$ cat config.mk
export PLATFORM = sky130hd
export DESIGN_NAME = uart_tx_arbiter
export DESIGN_NICKNAME = d
export VERILOG_FILES = /design/src/rtl/uart_arb_pkg.sv /design/src/rtl/rr_pick.sv /design/src/rtl/uart_tx_arbiter.sv
export SDC_FILE = /design/constraint.sdc
export NUM_CORES = 1
export LEC_CHECK = 0
export CAP_MARGIN = 10
export CORE_MARGIN = 2
export CORE_UTILIZATION = 46
export DETAILED_ROUTE_END_ITERATION = 12
export PLACE_DENSITY = 0.78
export SYNTH_ARGS = -nofsm -noshare
export SYNTH_HDL_FRONTEND = slang
export SYNTH_SLANG_ARGS = --single-unit
$ cat constraint.sdc
create_clock -name clk_i -period 3.1 [get_ports clk_i]
set_clock_uncertainty 0.2 [all_clocks]
set_input_delay 0.62 -clock clk_i [delete_from_list [all_inputs] [get_ports clk_i]]
set_output_delay 0.62 -clock clk_i [all_outputs]
set_load 0.005 [all_outputs]
$ cat src/rtl/uart_arb_pkg.sv
// Shared types and constants for the UART transmit arbiter.
package uart_arb_pkg;

  localparam int unsigned UART_BYTE_W = 8;

  typedef enum logic {
    ARB_IDLE,
    ARB_GRANT
  } arb_state_t;

endpackage

$ cat src/rtl/rr_pick.sv
// Round-robin picker: one-hot first set request at or after ptr, wrapping modulo N.
module rr_pick #(
  parameter  int unsigned N  = 4,
  localparam int unsigned PW = $clog2(N)
) (
  input  logic [N-1:0]  req,
  input  logic [PW-1:0] ptr,
  output logic [N-1:0]  pick,
  output logic          any
);

  logic          found;
  logic [PW-1:0] idx;

  always_comb begin
    pick  = '0;
    found = 1'b0;
    idx   = '0;
    for (int unsigned k = 0; k < N; k++) begin
      idx = PW'((32'(ptr) + k) % N);
      if (!found && req[idx]) begin
        pick[idx] = 1'b1;
        found     = 1'b1;
      end
    end
  end

  assign any = |req;

endmodule

$ cat src/rtl/uart_tx_arbiter.sv
// Shares one UART transmit byte stream between NREQ requesters, granting whole
// messages round-robin with a burst limit and an idle timeout per grant.
module uart_tx_arbiter
  import uart_arb_pkg::*;
#(
  parameter int unsigned NREQ         = 4,
  parameter int unsigned MAX_BURST    = 16,
  parameter int unsigned IDLE_TIMEOUT = 64
) (
  input  logic                                  clk_i,
  input  logic                                  rst_i,
  input  logic [NREQ-1:0]                       req_valid_i,
  input  logic [NREQ-1:0][UART_BYTE_W-1:0]      req_data_i,
  input  logic [NREQ-1:0]                       req_last_i,
  output logic [NREQ-1:0]                       req_ready_o,
  output logic                                  tx_valid_o,
  output logic [UART_BYTE_W-1:0]                tx_data_o,
  input  logic                                  tx_ready_i,
  output logic [NREQ-1:0]                       gnt_o,
  output logic                                  busy_o,
  output logic                                  revoke_o
);

  localparam int unsigned PW = $clog2(NREQ);
  localparam int unsigned BW = $clog2(MAX_BURST + 1);
  localparam int unsigned IW = $clog2(IDLE_TIMEOUT + 1);

  arb_state_t             state, state_nxt;
  logic [NREQ-1:0]        gnt, pick;
  logic                   any;
  logic [PW-1:0]          ptr, g_idx;
  logic [BW-1:0]          burst_cnt;
  logic [IW-1:0]          idle_cnt;
  logic                   revoke;
  logic                   valid_g, last_g;
  logic [UART_BYTE_W-1:0] data_g;
  logic                   beat, end_last, end_burst, end_idle, release_g;

  rr_pick #(.N(NREQ)) u_pick (
    .req  (req_valid_i),
    .ptr  (ptr),
    .pick (pick),
    .any  (any)
  );

  // gnt is all-zero outside GRANT, so the selected signals read as idle there.
  always_comb begin
    g_idx   = '0;
    valid_g = 1'b0;
    last_g  = 1'b0;
    data_g  = '0;
    for (int unsigned i = 0; i < NREQ; i++) begin
      if (gnt[i]) begin
        g_idx   = PW'(i);
        valid_g = req_valid_i[i];
        last_g  = req_last_i[i];
        data_g  = req_data_i[i];
      end
    end
  end

  assign beat      = (state == ARB_GRANT) && valid_g && tx_ready_i;
  assign end_last  = beat && last_g;
  assign end_burst = beat && ((burst_cnt + BW'(1)) == BW'(MAX_BURST));
  assign end_idle  = (state == ARB_GRANT) && !valid_g &&
                     ((idle_cnt + IW'(1)) == IW'(IDLE_TIMEOUT));
  assign release_g = end_last || end_burst || end_idle;

  always_ff @(posedge clk_i) begin
    if (rst_i) state <= ARB_IDLE;
    else       state <= state_nxt;
  end

  always_comb begin
    state_nxt = state;
    case (state)
      ARB_IDLE:  if (any)       state_nxt = ARB_GRANT;
      ARB_GRANT: if (release_g) state_nxt = ARB_IDLE;
      default:                  state_nxt = ARB_IDLE;
    endcase
  end

  always_comb begin
    busy_o      = (state == ARB_GRANT);
    gnt_o       = gnt;
    revoke_o    = revoke;
    tx_valid_o  = valid_g;
    tx_data_o   = valid_g ? data_g : '0;
    req_ready_o = (state == ARB_GRANT) ? (gnt & {NREQ{tx_ready_i}}) : '0;
  end

  // last wins over the burst limit: a message ending exactly at the limit is not a revoke.
  always_ff @(posedge clk_i) begin
    if (rst_i) begin
      ptr       <= '0;
      gnt       <= '0;
      burst_cnt <= '0;
      idle_cnt  <= '0;
      revoke    <= 1'b0;
    end else begin
      revoke <= (end_burst && !end_last) || end_idle;
      case (state)
        ARB_IDLE: begin
          if (any) begin
            gnt       <= pick;
            burst_cnt <= '0;
            idle_cnt  <= '0;
          end
        end
        ARB_GRANT: begin
          if (release_g) begin
            gnt <= '0;
            ptr <= (g_idx == PW'(NREQ - 1)) ? '0 : g_idx + PW'(1);
          end else if (beat) begin
            burst_cnt <= burst_cnt + BW'(1);
            idle_cnt  <= '0;
          end else if (!valid_g) begin
            idle_cnt <= idle_cnt + IW'(1);
          end
        end
        default: ;
      endcase
    end
  end

endmodule

==> impl_metrics.py, run 1 <==
metrics = {
    "cells_and_area": {
        "fill_cells": 329,
        "area_delta_synth_final_pct": 44.5,
        "postLayoutCellArea_sq_um": 2600,
        "antenna_cells": 0,
        "seq_area_sq_um": 400,
        "drive_gt1_frac": 0.119,
        "nets": 356,
        "fin_cells": 350,
        "fin_util": 0.700,
        "multiInputGateArea_sq_um": 1290,
    },
    "placement": {
        "place_area_sq_um": 2530,
        "gp_congestion": 0.874,
        "numPortBuffers": 61,
        "hpwlAfterDp_um": 4030,
        "placedCellCount": 346,
    },
    "synthesis": {
        "synth_area_leaders": "dfxtp_1 (22%), ha_1 (6.9%), nor2_1 (6.3%)",
        "synthArstFlopShare": 0,
        "synth_nets": 288,
        "yosys.area.top_type": "dfxtp_1",
        "avgSynthCellArea_sq_um": 7.66,
        "ys_types": 54,
        "yosysTopAreaCellShare": 0.222,
        "netlist_instances": 235,
        "yosysSeqAreaShare": 0.222,
        "netlist_area_sq_um": 1800,
        "synth-main-ff-cell": "dfxtp_1",
        "synth_edf_count": 0,
        "synth_seq_cells": 20,
        "yosysWarnings": 0,
    },
    "floorplan": {
        "initial_core_util": 0.485,
        "die_h_um": 66.6,
        "dieWidth_um": 66.6,
        "dieArea_sq_um": 4430,
        "io_pins": 62,
        "core_area_sq_um": 3720,
        "row_count": 22,
    },
    "run_status": {
        "status": "finished clean",
    },
    "setup_path": {
        "cpMostUsedCell": "clkdlybuf4s50_1",
        "crit_path_cell_trace": "clkdlybuf4s50_1 -> nand3b_1 -> a211o_2 -> nor2_1 -> clkdlybuf4s50_1",
        "critPathLaunchType": "input port",
        "crit_family": "buffers and inverters",
        "r2r_start": "ptr[1]",
        "worstPathRequired_ns": 2.28,
        "reg2reg_to": "gnt_o[3]",
        "crit_type": "input port to primary output",
        "crit_slowest_cell": "clkdlybuf4s50_1",
        "rr_worst_depth": 7,
        "r2r_slack_ns": 0.70,
        "endpoint_kind": "primary output",
        "slowest_delay_ns": 0.51,
        "arrival_ns": 2.26,
        "critPathBufInv": 2,
        "critPathMaxFanout": 10,
    },
    "routing": {
        "wl_per_cell_um": 14.8,
        "wirelength_um": 5170,
        "ant_nets": 0,
        "wl_met1_um": 2320,
        "top_layer_used": "met4",
        "wl_met3_um": 372,
        "num_vias": 2106,
        "drcViolationCount": 0,
        "dr.pass1.iters": 4,
        "dr_wl_met2_um": 2450,
        "viasPerCell": 6.02,
        "drtIter0Drc": 150,
    },
    "min_path": {
        "worst_hold_startpoint": "idle_cnt[5]",
        "hold_class": "flop to flop",
        "hold-path-cell-count": 1,
        "whs_endpoint": "idle_cnt[5]",
    },
    "cts": {
        "clk_pin_slew_ns": 0.08,
        "htreeDepth": 1,
        "ctsHoldBuffers": 0,
        "cts_buffers": 3,
        "cts_sinks": 20,
        "cts_tree": "done",
        "clkLatencyLatePin_ns": 0.26,
        "ctsRootBufferMaster": "clkbuf_8",
        "postCtsSetupBuffers": 0,
        "cts_max_path_buffers": 2,
    },
    "timing": {
        "max_freq_mhz": 324,
        "setup_violations": 0,
        "worstMarginPinSlew_ns": 0.463,
        "rsz0062_at_grt": "yes",
        "timing.hold.ws_ns": 0.306,
        "fin_crit_ns": 3.08,
        "finalHoldViolations": 0,
        "min_period_over_period": 0.995,
        "maxSlewViolCount": 0,
        "maxSlewHeadroom": 0.689,
    },
    "pwr": {
        "swShare": 0.286,
        "power_frac_clock": 0.290,
        "comb_power_share": 0.322,
        "pwr-share-seq": 0.388,
        "internal_power_uw": 505,
        "power_density_nw_per_um2": 272,
        "p_leak_nw": 1.05,
        "ir_drop_mv": 0.174,
        "switchingPower_uw": 202,
    },
    "flow_run": {
        "maxCapViolCount": 0,
    },
    "global_route": {
        "grtUsageTotal": 0.249,
        "grt_pass1_wl_um": 8750,
        "grt_antenna_before_repair": 0,
        "grt_max_degree": 21,
        "grt.overflow.total": 0,
        "grt_pass1_vias": 1975,
    },
}
## through the flow
step	setup TNS, ns	total power, mW	setup WS (ns)
final	0	0.707	0.0168
after global routing	-0.0977	0.742	-0.0291
after detailed placement	-0.116	0.506	-0.0443
after floorplan	0	0.387	0.702
after CTS	0	0.708	0.00665
after global placement	-0.00206	0.503	-0.00206
## worst max-delay path by stage
stage,start,to,slack [ns],cells past startpoint
after global placement,req_valid_i[1],tx_data_o[5],-0.002,5
after floorplan,req_valid_i[2],idle_cnt[6],0.70,8
after global routing,req_valid_i[1],tx_data_o[2],-0.03,5
after CTS,req_valid_i[0],tx_data_o[7],0.007,5
final,req_valid_i[0],tx_data_o[6],0.02,5
after detailed placement,req_valid_i[1],tx_data_o[7],-0.04,5
## kinds of logic after synthesis
group / Yosys count / synth area share
compound gates: 71 / 0.292
simple gates: 101 / 0.297
mux: 7 / 0.0542
fa+ha+maj: 10 / 0.0695
flops: 20 / 0.222
buf+inv: 25 / 0.0604
xor+xnor: 1 / 0.00487
## power by group through the flow
stage          clock network [mW]  logic, mW  registers [mW]
4_1_cts                     0.207      0.227           0.274
5_1_grt                     0.218      0.248           0.276
6_report                    0.205      0.227           0.274
3_5_place_dp                    0      0.225           0.280
2_1_floorplan                   0      0.111           0.276
3_3_place_gp                    0      0.223           0.280
## synthesized netlist by cell type, drive strengths merged, types with 6 or more instances
cell    count
a21oi      18
a221oi     12
a22o        6
and3       10
buf         7
clkbuf     10
dfxtp      20
ha         10
inv         7
nand2       6
nand3      14
nor2       30
nor3       14
o21ai       9
## sequential cells by signal (all words and copies together) (netlist names)
register	count
revoke_o	1
ptr	2
gnt_o	4
burst_cnt	5
busy_o	1
idle_cnt	7
## worst register-to-register path: stages, from the launching register on
cell and delay (ns):
dfxtp_1 0.51, inv_1 0.15, ha_1 0.38, mux4_2 0.32, nor2b_1 0.19, a22o_1 0.18, a221oi_1 0.23, o22ai_1 0.14
## cell type report
class,count,share of cell area
Multi-Input combinational cell,190,0.498
Timing Repair Buffer,80,0.292
Sequential cell,20,0.154
Tap cell,48,0.0231
Clock buffer,4,0.0212
Inverter,8,0.0115
## what timing repair did
item,in CTS,in global routing
endpoints found under the setup margin,8,8
pin swaps,1,0
gates resized for setup,1,4
## placed cells by master (no fill, tap or decap), types with 3 or more instances in the layout
master,instances
and2_1,3
nand3b_1,4
o22ai_1,4
a221oi_1,12
nand3_1,13
a22o_1,6
o21ai_0,9
a21oi_1,18
clkdlybuf4s50_1,58
ha_1,10
dlymetal6s2s_1,3
nor3_1,14
nand4_1,3
a31oi_1,3
buf_4,19
dfxtp_1,20
nor2_1,30
clkbuf_8,4
inv_1,6
and3_1,10
nand2_1,6
mux2i_1,3
## routing by layer
layer  up-vias  global-route usage
li1       1035                   -
met4         0              0.0383
met3         4              0.0439
met2        81               0.434
met1       986               0.324
met5         -                   0
(Power assumes the default switching activity.)
==> run 2, diff against run 1 <==
--- a/config.mk
+++ b/config.mk
@@ -5,6 +5,7 @@
 export SDC_FILE = /design/constraint.sdc
 export NUM_CORES = 1
 export LEC_CHECK = 0
+export ABC_CLOCK_PERIOD_IN_PS = 3100
 export CAP_MARGIN = 10
 export CORE_MARGIN = 2
 export CORE_UTILIZATION = 46
==> results of run 2 <==
No change in the layout: final DEF, timing and power equal those of run 1.
